$ cat src/rtl/cpu_pkg.sv
`default_nettype none
// +--------------------------------------------------------------------------+
// | Package : cpu_pkg                                                         |
// | Shared types and constants for the single-cycle core: datapath width,     |
// | instruction field positions, Execute opcodes and the core FSM state type. |
// | Revision: 1.0 - initial release                                           |
// +--------------------------------------------------------------------------+
package cpu_pkg;

  localparam int XLEN   = 32;  // datapath / register width
  localparam int ILEN   = 32;  // instruction word width
  localparam int REG_AW = 5;   // register specifier width in the instruction

  // Instruction field bit positions
  localparam int OPC_MSB  = 6;
  localparam int OPC_LSB  = 0;
  localparam int RD_MSB   = 11;
  localparam int RD_LSB   = 7;
  localparam int FUNC_MSB = 15;
  localparam int FUNC_LSB = 12;
  localparam int RS1_MSB  = 20;
  localparam int RS1_LSB  = 16;
  localparam int RS2_MSB  = 25;
  localparam int RS2_LSB  = 21;
  localparam int IMM_MSB  = 31;
  localparam int IMM_LSB  = 21;
  localparam int IMM_W    = IMM_MSB - IMM_LSB + 1;

  // Opcodes; NOP is what HALT presents, the others are decoded by Execute
  localparam logic [6:0] OP_NOP = 7'b0000000;
  localparam logic [6:0] OP_EX1 = 7'b0000001;
  localparam logic [6:0] OP_EX2 = 7'b0000011;
  localparam logic [6:0] OP_EX3 = 7'b0000111;
  localparam logic [6:0] OP_EX4 = 7'b0001111;

  typedef enum logic {RUN, HALT} core_state_t;

  // True when the opcode is one that Execute acts on
  function automatic logic is_exec_opcode(input logic [6:0] op);
    return (op == OP_EX1) || (op == OP_EX2) || (op == OP_EX3) || (op == OP_EX4);
  endfunction

endpackage : cpu_pkg
`default_nettype wire

$ cat src/rtl/fetch_decode_if.sv
`default_nettype none
// +--------------------------------------------------------------------------+
// | Interface : fetch_decode_if                                               |
// | Bundles the fetch/decode stage's instruction-memory, Execute and status   |
// | signals.                                                                  |
// |   master : the fetch_decode stage (drives imem_addr, decode, status)      |
// |   slave  : the environment (instruction memory + Execute)                 |
// | Signals: imem_addr/imem_data, sonuc/we/pc_update/hata/resume from         |
// | Execute, rs1_data/rs2_data/imm/opcode/func to Execute, halted,            |
// | retired_cnt.                                                              |
// | Revision: 1.0 - initial release                                           |
// +--------------------------------------------------------------------------+
interface fetch_decode_if #(
  parameter int XLEN = cpu_pkg::XLEN
);
  logic [XLEN-1:0] imem_addr;
  logic [31:0]     imem_data;
  logic [XLEN-1:0] sonuc;
  logic            we;
  logic            pc_update;
  logic            hata;
  logic            resume;
  logic [XLEN-1:0] rs1_data;
  logic [XLEN-1:0] rs2_data;
  logic [XLEN-1:0] imm;
  logic [6:0]      opcode;
  logic [3:0]      func;
  logic            halted;
  logic [31:0]     retired_cnt;

  modport master (
    output imem_addr, rs1_data, rs2_data, imm, opcode, func, halted, retired_cnt,
    input  imem_data, sonuc, we, pc_update, hata, resume
  );

  modport slave (
    input  imem_addr, rs1_data, rs2_data, imm, opcode, func, halted, retired_cnt,
    output imem_data, sonuc, we, pc_update, hata, resume
  );
endinterface : fetch_decode_if
`default_nettype wire

$ cat src/rtl/reg_file.sv
`default_nettype none
// +--------------------------------------------------------------------------+
// | Module  : reg_file                                                        |
// | NREG x XLEN architectural register file, two asynchronous read ports and  |
// | one synchronous write port. x0 reads as zero and ignores writes.          |
// | Ports:                                                                    |
// |   clk, rst            clock, asynchronous active-high reset (clears all)  |
// |   raddr1_i/rdata1_o   read port 1                                         |
// |   raddr2_i/rdata2_o   read port 2                                         |
// |   we_i/waddr_i/wdata_i write port                                         |
// | Revision: 1.0 - initial release                                           |
// +--------------------------------------------------------------------------+
module reg_file #(
  parameter int XLEN = cpu_pkg::XLEN,
  parameter int NREG = 32
) (
  input  logic                      clk,
  input  logic                      rst,
  input  logic [cpu_pkg::REG_AW-1:0] raddr1_i,
  output logic [XLEN-1:0]           rdata1_o,
  input  logic [cpu_pkg::REG_AW-1:0] raddr2_i,
  output logic [XLEN-1:0]           rdata2_o,
  input  logic                      we_i,
  input  logic [cpu_pkg::REG_AW-1:0] waddr_i,
  input  logic [XLEN-1:0]           wdata_i
);
  import cpu_pkg::*;

  logic [XLEN-1:0] regs_q [NREG];

  // Reads return the pre-edge value: a write in the same cycle is not
  // forwarded, it becomes visible after the edge.
  always_comb begin
    rdata1_o = '0;
    rdata2_o = '0;
    if (raddr1_i != '0) rdata1_o = regs_q[raddr1_i];
    if (raddr2_i != '0) rdata2_o = regs_q[raddr2_i];
  end

  always_ff @(posedge clk or posedge rst) begin
    if (rst) begin
      for (int i = 0; i < NREG; i++) begin
        regs_q[i] <= '0;
      end
    end else if (we_i && (waddr_i != '0)) begin
      regs_q[waddr_i] <= wdata_i;
    end
  end

endmodule : reg_file
`default_nettype wire

$ cat src/rtl/fetch_decode.sv
`default_nettype none
// +--------------------------------------------------------------------------+
// | Module  : fetch_decode                                                    |
// | Fetch/decode stage of the single-cycle core. Holds the PC, slices the     |
// | fetched instruction, reads operands, writes back Execute results, picks   |
// | the next PC and halts on an Execute error until resume.                   |
// | Ports:                                                                    |
// |   clk  rising-edge clock                                                  |
// |   rst  asynchronous active-high reset                                     |
// |   bus  fetch_decode_if.master: imem_addr/imem_data, sonuc, we,            |
// |        pc_update, hata, resume in; rs1_data, rs2_data, imm, opcode, func, |
// |        halted, retired_cnt out                                            |
// | Revision: 1.0 - initial release                                           |
// +--------------------------------------------------------------------------+
module fetch_decode #(
  parameter int              XLEN     = cpu_pkg::XLEN,
  parameter int              NREG     = 32,
  parameter logic [XLEN-1:0] RESET_PC = '0,
  parameter int              PC_STEP  = 4
) (
  input logic            clk,
  input logic            rst,
  fetch_decode_if.master bus
);
  import cpu_pkg::*;

  core_state_t       state_q, state_d;
  logic [XLEN-1:0]   pc_q, pc_d;
  logic [31:0]       retired_q, retired_d;
  logic              halted_q;

  logic [ILEN-1:0]   w_instr;
  logic [6:0]        w_opcode;
  logic [REG_AW-1:0] w_rd;
  logic [3:0]        w_func;
  logic [REG_AW-1:0] w_rs1;
  logic [REG_AW-1:0] w_rs2;
  logic [IMM_W-1:0]  w_imm_raw;
  logic [XLEN-1:0]   w_rs1_val;
  logic [XLEN-1:0]   w_rs2_val;
  logic              w_rf_we;

  // Field slicing
  assign w_instr   = bus.imem_data;
  assign w_opcode  = w_instr[OPC_MSB:OPC_LSB];
  assign w_rd      = w_instr[RD_MSB:RD_LSB];
  assign w_func    = w_instr[FUNC_MSB:FUNC_LSB];
  assign w_rs1     = w_instr[RS1_MSB:RS1_LSB];
  assign w_rs2     = w_instr[RS2_MSB:RS2_LSB];
  assign w_imm_raw = w_instr[IMM_MSB:IMM_LSB];

  reg_file #(
    .XLEN (XLEN),
    .NREG (NREG)
  ) u_reg_file (
    .clk      (clk),
    .rst      (rst),
    .raddr1_i (w_rs1),
    .rdata1_o (w_rs1_val),
    .raddr2_i (w_rs2),
    .rdata2_o (w_rs2_val),
    .we_i     (w_rf_we),
    .waddr_i  (w_rd),
    .wdata_i  (bus.sonuc)
  );

  // Next state, next PC, retire counter and writeback enable.
  // An error in RUN takes priority over everything Execute asked for: the
  // faulting instruction neither writes nor redirects nor counts, so the PC
  // stays on it and it is re-fetched after resume.
  always_comb begin
    state_d   = state_q;
    pc_d      = pc_q;
    retired_d = retired_q;
    w_rf_we   = 1'b0;
    case (state_q)
      RUN: begin
        if (bus.hata) begin
          state_d = HALT;
        end else begin
          w_rf_we   = bus.we && (w_rd != '0);
          pc_d      = bus.pc_update ? bus.sonuc : (pc_q + XLEN'(PC_STEP));
          retired_d = retired_q + 32'd1;
        end
      end
      HALT: begin
        if (bus.resume) state_d = RUN;
      end
      default: state_d = RUN;
    endcase
  end

  always_ff @(posedge clk or posedge rst) begin
    if (rst) begin
      state_q   <= RUN;
      pc_q      <= RESET_PC;
      retired_q <= '0;
      halted_q  <= 1'b0;
    end else begin
      state_q   <= state_d;
      pc_q      <= pc_d;
      retired_q <= retired_d;
      halted_q  <= (state_d == HALT);
    end
  end

  // Decode outputs; HALT presents a NOP with all operands zeroed so Execute
  // sees nothing to act on while the core is stopped.
  always_comb begin
    bus.imem_addr   = pc_q;
    bus.halted      = halted_q;
    bus.retired_cnt = retired_q;
    bus.opcode      = OP_NOP;
    bus.func        = '0;
    bus.imm         = '0;
    bus.rs1_data    = '0;
    bus.rs2_data    = '0;
    if (state_q == RUN) begin
      bus.opcode   = w_opcode;
      bus.func     = w_func;
      bus.imm      = {{(XLEN-IMM_W){w_imm_raw[IMM_W-1]}}, w_imm_raw};
      bus.rs1_data = w_rs1_val;
      bus.rs2_data = w_rs2_val;
    end
  end

endmodule : fetch_decode
`default_nettype wire
$ cat src/flat_wrapper.sv
// flat-port wrapper written by rule: the top's interface ports become plain ports
module fetch_decode_flat import cpu_pkg::*;
#(
  parameter int              XLEN     = cpu_pkg::XLEN,
  parameter int              NREG     = 32,
  parameter logic [XLEN-1:0] RESET_PC = '0,
  parameter int              PC_STEP  = 4
)
  (clk, rst, bus_imem_addr, bus_rs1_data, bus_rs2_data, bus_imm, bus_opcode, bus_func, bus_halted, bus_retired_cnt, bus_imem_data, bus_sonuc, bus_we, bus_pc_update, bus_hata, bus_resume);
  fetch_decode_if #(.XLEN(XLEN)) bus_i ();
  input logic clk;
  input logic rst;
  output wire logic [$bits(bus_i.imem_addr)-1:0] bus_imem_addr;
  output wire logic [$bits(bus_i.rs1_data)-1:0] bus_rs1_data;
  output wire logic [$bits(bus_i.rs2_data)-1:0] bus_rs2_data;
  output wire logic [$bits(bus_i.imm)-1:0] bus_imm;
  output wire logic [$bits(bus_i.opcode)-1:0] bus_opcode;
  output wire logic [$bits(bus_i.func)-1:0] bus_func;
  output wire logic [$bits(bus_i.halted)-1:0] bus_halted;
  output wire logic [$bits(bus_i.retired_cnt)-1:0] bus_retired_cnt;
  input wire logic [$bits(bus_i.imem_data)-1:0] bus_imem_data;
  input wire logic [$bits(bus_i.sonuc)-1:0] bus_sonuc;
  input wire logic [$bits(bus_i.we)-1:0] bus_we;
  input wire logic [$bits(bus_i.pc_update)-1:0] bus_pc_update;
  input wire logic [$bits(bus_i.hata)-1:0] bus_hata;
  input wire logic [$bits(bus_i.resume)-1:0] bus_resume;
  assign bus_imem_addr = bus_i.imem_addr;
  assign bus_rs1_data = bus_i.rs1_data;
  assign bus_rs2_data = bus_i.rs2_data;
  assign bus_imm = bus_i.imm;
  assign bus_opcode = bus_i.opcode;
  assign bus_func = bus_i.func;
  assign bus_halted = bus_i.halted;
  assign bus_retired_cnt = bus_i.retired_cnt;
  assign bus_i.imem_data = bus_imem_data;
  assign bus_i.sonuc = bus_sonuc;
  assign bus_i.we = bus_we;
  assign bus_i.pc_update = bus_pc_update;
  assign bus_i.hata = bus_hata;
  assign bus_i.resume = bus_resume;
  fetch_decode #(.XLEN(XLEN), .NREG(NREG), .RESET_PC(RESET_PC), .PC_STEP(PC_STEP)) u_core (.clk(clk), .rst(rst), .bus(bus_i));
endmodule
$ cat config.mk
export PLATFORM = sky130hd
export DESIGN_NAME = fetch_decode_flat
export DESIGN_NICKNAME = d
export VERILOG_FILES = /design/src/rtl/cpu_pkg.sv /design/src/rtl/fetch_decode_if.sv /design/src/rtl/reg_file.sv /design/src/rtl/fetch_decode.sv /design/src/flat_wrapper.sv
export SDC_FILE = /design/constraint.sdc
export NUM_CORES = 2
export LEC_CHECK = 0
export BUFFER_PORTS_ARGS = -buffer_cell sky130_fd_sc_hd__buf_2
export CAP_MARGIN = 20
export CORE_MARGIN = 4
export CORE_UTILIZATION = 35
export DETAILED_ROUTE_END_ITERATION = 6
export GPL_TIMING_DRIVEN = 0
export HOLD_SLACK_MARGIN = 0.06
export SLEW_MARGIN = 20
export SYNTH_ARGS = -nofsm -noshare
export SYNTH_HDL_FRONTEND = slang
export SYNTH_HIERARCHICAL = 1
export SYNTH_SLANG_ARGS = --single-unit
$ cat constraint.sdc
create_clock -name clk -period 56.4 [get_ports clk]
set_input_delay 16.92 -clock clk [delete_from_list [all_inputs] [get_ports clk]]
set_output_delay 16.92 -clock clk [all_outputs]
set_load 0.005 [all_outputs]
After elaboration in Yosys (flattened, before gate mapping)

Index checks and enable logic that the tools add are counted.

Register bits after elaboration: 1089
Logic and storage cells: 75
Input port bits: 70

Reductions and logical operators: 7
Mux-type cells: 22
$lt $le $gt $ge: 4
$add $sub $neg: 2
Bitwise gates (word level): 5

Operators with widths:

| kind                                                                          | number |
|---|---|
| 1024-bit bitwise mux                                                          | 1 |
| 32-bit 2-to-1 mux                                                             | 11 |
| 32-bit binary-select mux with 5-bit select                                    | 2 |
| 32-bit demux with 5-bit select                                                | 1 |
| 32-bit by 1-bit adder with 32-bit output (second input constant)              | 1 |
| 32-bit by 3-bit adder with 32-bit output (second input constant)              | 1 |
| 6-bit greater-or-equal comparator (second input constant)                     | 3 |
| 5-bit inverter with 6-bit output                                              | 3 |
| 5-bit nonzero test                                                            | 3 |
| 7-bit 2-to-1 mux                                                              | 1 |
| 6-bit by 1-bit less-than comparator with 1-bit output (second input constant) | 1 |
| 1-bit 2-to-1 mux                                                              | 4 |
| 4-bit 2-to-1 mux                                                              | 1 |
| 1-bit logical AND                                                             | 3 |
| 1-bit inverter                                                                | 2 |
| 1-bit case mux with 2 select lines                                            | 1 |
| 2-bit AND reduction                                                           | 1 |

Depth between registers and ports, before layout

Word-level depth: 6
Gate-level depth with buffers: 9
Depth with buffers taken out: 6

Modules after synthesis

Netlist, hierarchy kept.

Modules (own cells, without submodules):

| module       | times used | cells each | area an instance (um^2) |
|---|---|---|---|
| reg_file     | 1          | 3614       | 54755.0 |
| fetch_decode | 1          | 495        | 4220.3 |

Worst setup path after synthesis

No wires, ideal clock.

Kind: input -> output
Start: in bus_imem_data[16]
End: out bus_rs1_data[10]
Slack: 21146 ps
Arrival time: 18334 ps
Data required time: 39480 ps
Stages: 7
Buffers on the path: 2
Cells stage by stage: buf_2 > buf_4 > mux4_2 > nor2b_1 > a211oi_1 > a311oi_1 > nor2b_1

Longest elaborated chain between the ends: 6
Elaborated cells on any way between the ends: 7
Classes of those cells: mux (5); bitwise (1); reduce/logical (1)

RTL lines:

| element                                                | RTL line            | text |
|---|---|---|
| from (decl)                                            | flat_wrapper.sv:21  | `input wire logic [$bits(bus_i.imem_data)-1:0] bus_imem_data;` |
| 5-bit inverter with 6-bit output (implied by the code) | reg_file.sv:36      | `if (raddr1_i != '0) rdata1_o = regs_q[raddr1_i];` |
| 32-bit binary-select mux with 5-bit select             | reg_file.sv:36      |  |
| 32-bit 2-to-1 mux (implied by the code) (2 in series)  | reg_file.sv:36      |  |
| 32-bit 2-to-1 mux *                                    | reg_file.sv:36      |  |
| named net u_core.w_rs1_val[10]                         | fetch_decode.sv:39  | `logic [XLEN-1:0] w_rs1_val;` |
| 32-bit 2-to-1 mux *                                    | fetch_decode.sv:118 | `if (state_q == RUN) begin` |
| to (decl)                                              | flat_wrapper.sv:14  | `output wire logic [$bits(bus_i.rs1_data)-1:0] bus_rs1_data;` |

The timed path passes the listed nets; every way through them passes the cells marked *. The select of a mux whose other input is x is not followed.

Final worst setup path

Start: in bus_imem_data[21]
End: out bus_rs2_data[13]

Longest elaborated chain between the ends: 6
Elaborated cells on any way between the ends: 7
Classes of those cells: mux (5); bitwise (1); reduce/logical (1)

RTL lines:

| element                                                | RTL line            | text |
|---|---|---|
| 5-bit inverter with 6-bit output (implied by the code) | reg_file.sv:37      | `if (raddr2_i != '0) rdata2_o = regs_q[raddr2_i];` |
| 32-bit binary-select mux with 5-bit select             | reg_file.sv:37      |  |
| 32-bit 2-to-1 mux (implied by the code) (2 in series)  | reg_file.sv:37      |  |
| 32-bit 2-to-1 mux *                                    | reg_file.sv:37      |  |
| named net u_core.w_rs2_val[13]                         | fetch_decode.sv:40  | `logic [XLEN-1:0] w_rs2_val;` |
| 32-bit 2-to-1 mux *                                    | fetch_decode.sv:118 |  |
| to (decl)                                              | flat_wrapper.sv:15  | `output wire logic [$bits(bus_i.rs2_data)-1:0] bus_rs2_data;` |

Marks and branches as above.

==> run summary <==
status: completed
Final period util: 0.667
FF-to-FF End: u_core/u_reg_file/regs_q[570]
I/O pin cnt: 242
Num CTS Buffers: 119
number of fillers in the final layout: 15758
metal3 WL: 22600 um
wire length on met1: 91300 um
vias in the first global route: 42329
CP Max Fanout: 12
H-tree depth: 3
power per cell area: 30.6 nW/um^2
Routed Wire Length: 239000 um
CTS tree: built
P_leak: 30.6 nW
Syn Nets: 4181
# Post-CTS Setup Buffers: 0
die extent in y: 418 um
Worst Tran Pin Value: 1.25 ns
Fin Clk Skew: 0.0280 ns
Initial Util: 0.352
Layout Nets: 4552
Max Cap Viol: 0
Post-synth EDFFs: 0
initial antenna violation count: 19
core area: 167000 um^2
clk_lat worst skew: 0.77 ns
WS Path Type: primary input to output pin
net load switching power: 0.583 mW
DRT Pass-1 Iters: 7
CTS root buf: clkbuf_16
Net Sw Frac: 0.283
P_int: 1.47 mW
cell count after synthesis: 4109
top sig layer: met5
Worst-path clk slew: 0.06 ns
Register-to-Register Setup Slack: 51.26 ns
Max IR drop VDD: 24.3 uV
arrival time worst endpoint: 20.69 ns
Logic pwr share: 0.163
Area Growth Syn to Fin: 14.1%
hold_ws: 0.470 ns
Ys Warns: 6
Setup crit end kind: output pin
register area share after synthesis: 0.462
max-slew violations: 0
Synth Area per Inst: 14.4 um^2
Hold Path Class: flop to flop
launch point of the worst path: bus_imem_data[21]
Final Hold Vio Count: 0
Most used DFF post-synth: dfrtp_1
gpl congestion: 0.968
Die W: 418 um
synthesized area: 59000 um^2
fin worst setup slack: 18.79 ns
layout cell share with drive strength beyond 1: 0.482
Critical R2R Launch: u_core/bus.halted
Placed Area: 63300 um^2
register bit total from synthesis: 1089
DR vias/cell: 6.22
Multi-input gate area: 29100 um^2
crit path to: bus_rs2_data[13]
crit path time final: 37.61 ns
post-route insts no fill: 6790
RSZ-0062 raised after global routing: no
pin count of the biggest net entering global routing: 103
Via Count: 42260
Cells after DPL: 6563
Power, Total: 2.06 mW
Seq pwr share: 0.443
most common cell after layout, fill and taps aside: dfrtp_1
Yosys cell types: 70
Post-DP HPWL: 175000 um
1st-iter DRT viols: 4883
critical path data required time: 39.48 ns
Max Fclk: 26.6 MHz
Finished Core Util: 0.402
Post-CTS Hold Buffers: 0
Sequential Area: 27300 um^2
final setup vio count: 0
clk buf depth: 3
Resized Gates After CTS: 0
per-cell routed wire length: 35.2 um
Num Clock Sinks: 1089
Rows: 150
gr ovfl total: 0
most frequent cells in the layout: dfrtp_1 (1089), mux2_2 (1011), mux4_2 (448)
Startpoint Class: primary input
DR WL met2: 106000 um
reg2reg path depth: 8
buffers added on ports: 236
global-route usage over all layers: 0.269
Slew HR: 0.167
Routed Antenna Nets: 0
Place WS: 18.97 ns
die area: 175000 um^2
DRC: 0
TNS Setup: 0 ns
global-route wire length before repair: 332000 um
Async SR Flop Fraction: 1.00
final instance area: 67300 um^2
Clock Power Share: 0.394
cell usage after synthesis, types with 19 or more instances:
master	n	share of area
a221oi_1	45	0.0067
nor2_1	41	0.0026
clkbuf_1	202	0.013
o21ai_0	39	0.0033
mux2_1	45	0.0086
mux2_2	1011	0.19
nand2_1	101	0.0064
o21ai_1	89	0.0076
a211oi_1	66	0.0084
dfrtp_1	1089	0.46
mux2i_1	132	0.022
buf_4	92	0.012
buf_2	136	0.012
nand3_1	19	0.0016
mux4_2	448	0.17
nor2b_1	155	0.016
a22oi_1	67	0.0085
xnor2_1	20	0.0030
o2111ai_1	19	0.0028
a311oi_1	68	0.010
buf_6	36	0.0069
registers in the layout (all words and copies together), names as in the netlist:
signal,count
u_core/u_reg_file/regs_q,1024
u_core/bus.imem_addr,32
u_core/bus.retired_cnt,32
u_core/bus.halted,1
how the worst min path moves through the flow:
stage	start	to	slack, ns	cells after the start
after floorplan	u_core/u_reg_file/regs_q[1000]	u_core/u_reg_file/regs_q[1000]	0.44	1
after global placement	u_core/u_reg_file/regs_q[995]	u_core/u_reg_file/regs_q[995]	0.45	1
after detailed placement	u_core/u_reg_file/regs_q[1006]	u_core/u_reg_file/regs_q[1006]	0.47	1
after CTS	u_core/bus.retired_cnt[31]	u_core/bus.retired_cnt[31]	0.48	1
after global routing	u_core/u_reg_file/regs_q[1015]	u_core/u_reg_file/regs_q[1015]	0.49	1
final	u_core/bus.retired_cnt[31]	u_core/bus.retired_cnt[31]	0.47	1
power groups by stage:
stage / logic, mW / clock network [mW] / registers (mW)
after global routing: 0.352 / 0.851 / 0.919
final: 0.336 / 0.810 / 0.912
after global placement: 0.324 / 0 / 0.921
after CTS: 0.333 / 0.821 / 0.909
after floorplan: 0.212 / 0 / 0.906
after detailed placement: 0.332 / 0 / 0.923
per-layer routing:
metal	vias up	GRT usage
li1	16532	-
met1	22511	0.345
met2	2566	0.404
met3	647	0.0659
met4	4	0.184
met5	-	0
logic make-up after synthesis:
group	Yosys count	synth area share
buffers and inverters	483	0.0444
AO/OA/AOI/OAI	440	0.0530
multiplexers	1636	0.395
AND/OR/NAND/NOR	428	0.0404
flip-flops	1089	0.462
XOR/XNOR	31	0.00460
adder cells (fa/ha/maj)	2	0.000424
critical path: stages:
cell and delay (ns):
buf_2 0.10, buf_4 0.16, inv_2 0.10, buf_2 0.42, buf_2 0.75, buf_2 0.55, o2111ai_1 0.44, a311oi_1 0.44
nor2b_1 0.55, buf_2 0.23
cell type report:
class,count,share of cell area
Inverter,12,0.000818
Clock inverter,48,0.00857
Timing Repair Buffer,250,0.0230
Tap cell,2204,0.0410
Clock buffer,171,0.0506
Antenna cell,8,0.000297
Buffer,471,0.0383
Sequential cell,1089,0.405
Multi-Input combinational cell,2537,0.433
(Power assumes the default switching activity.)
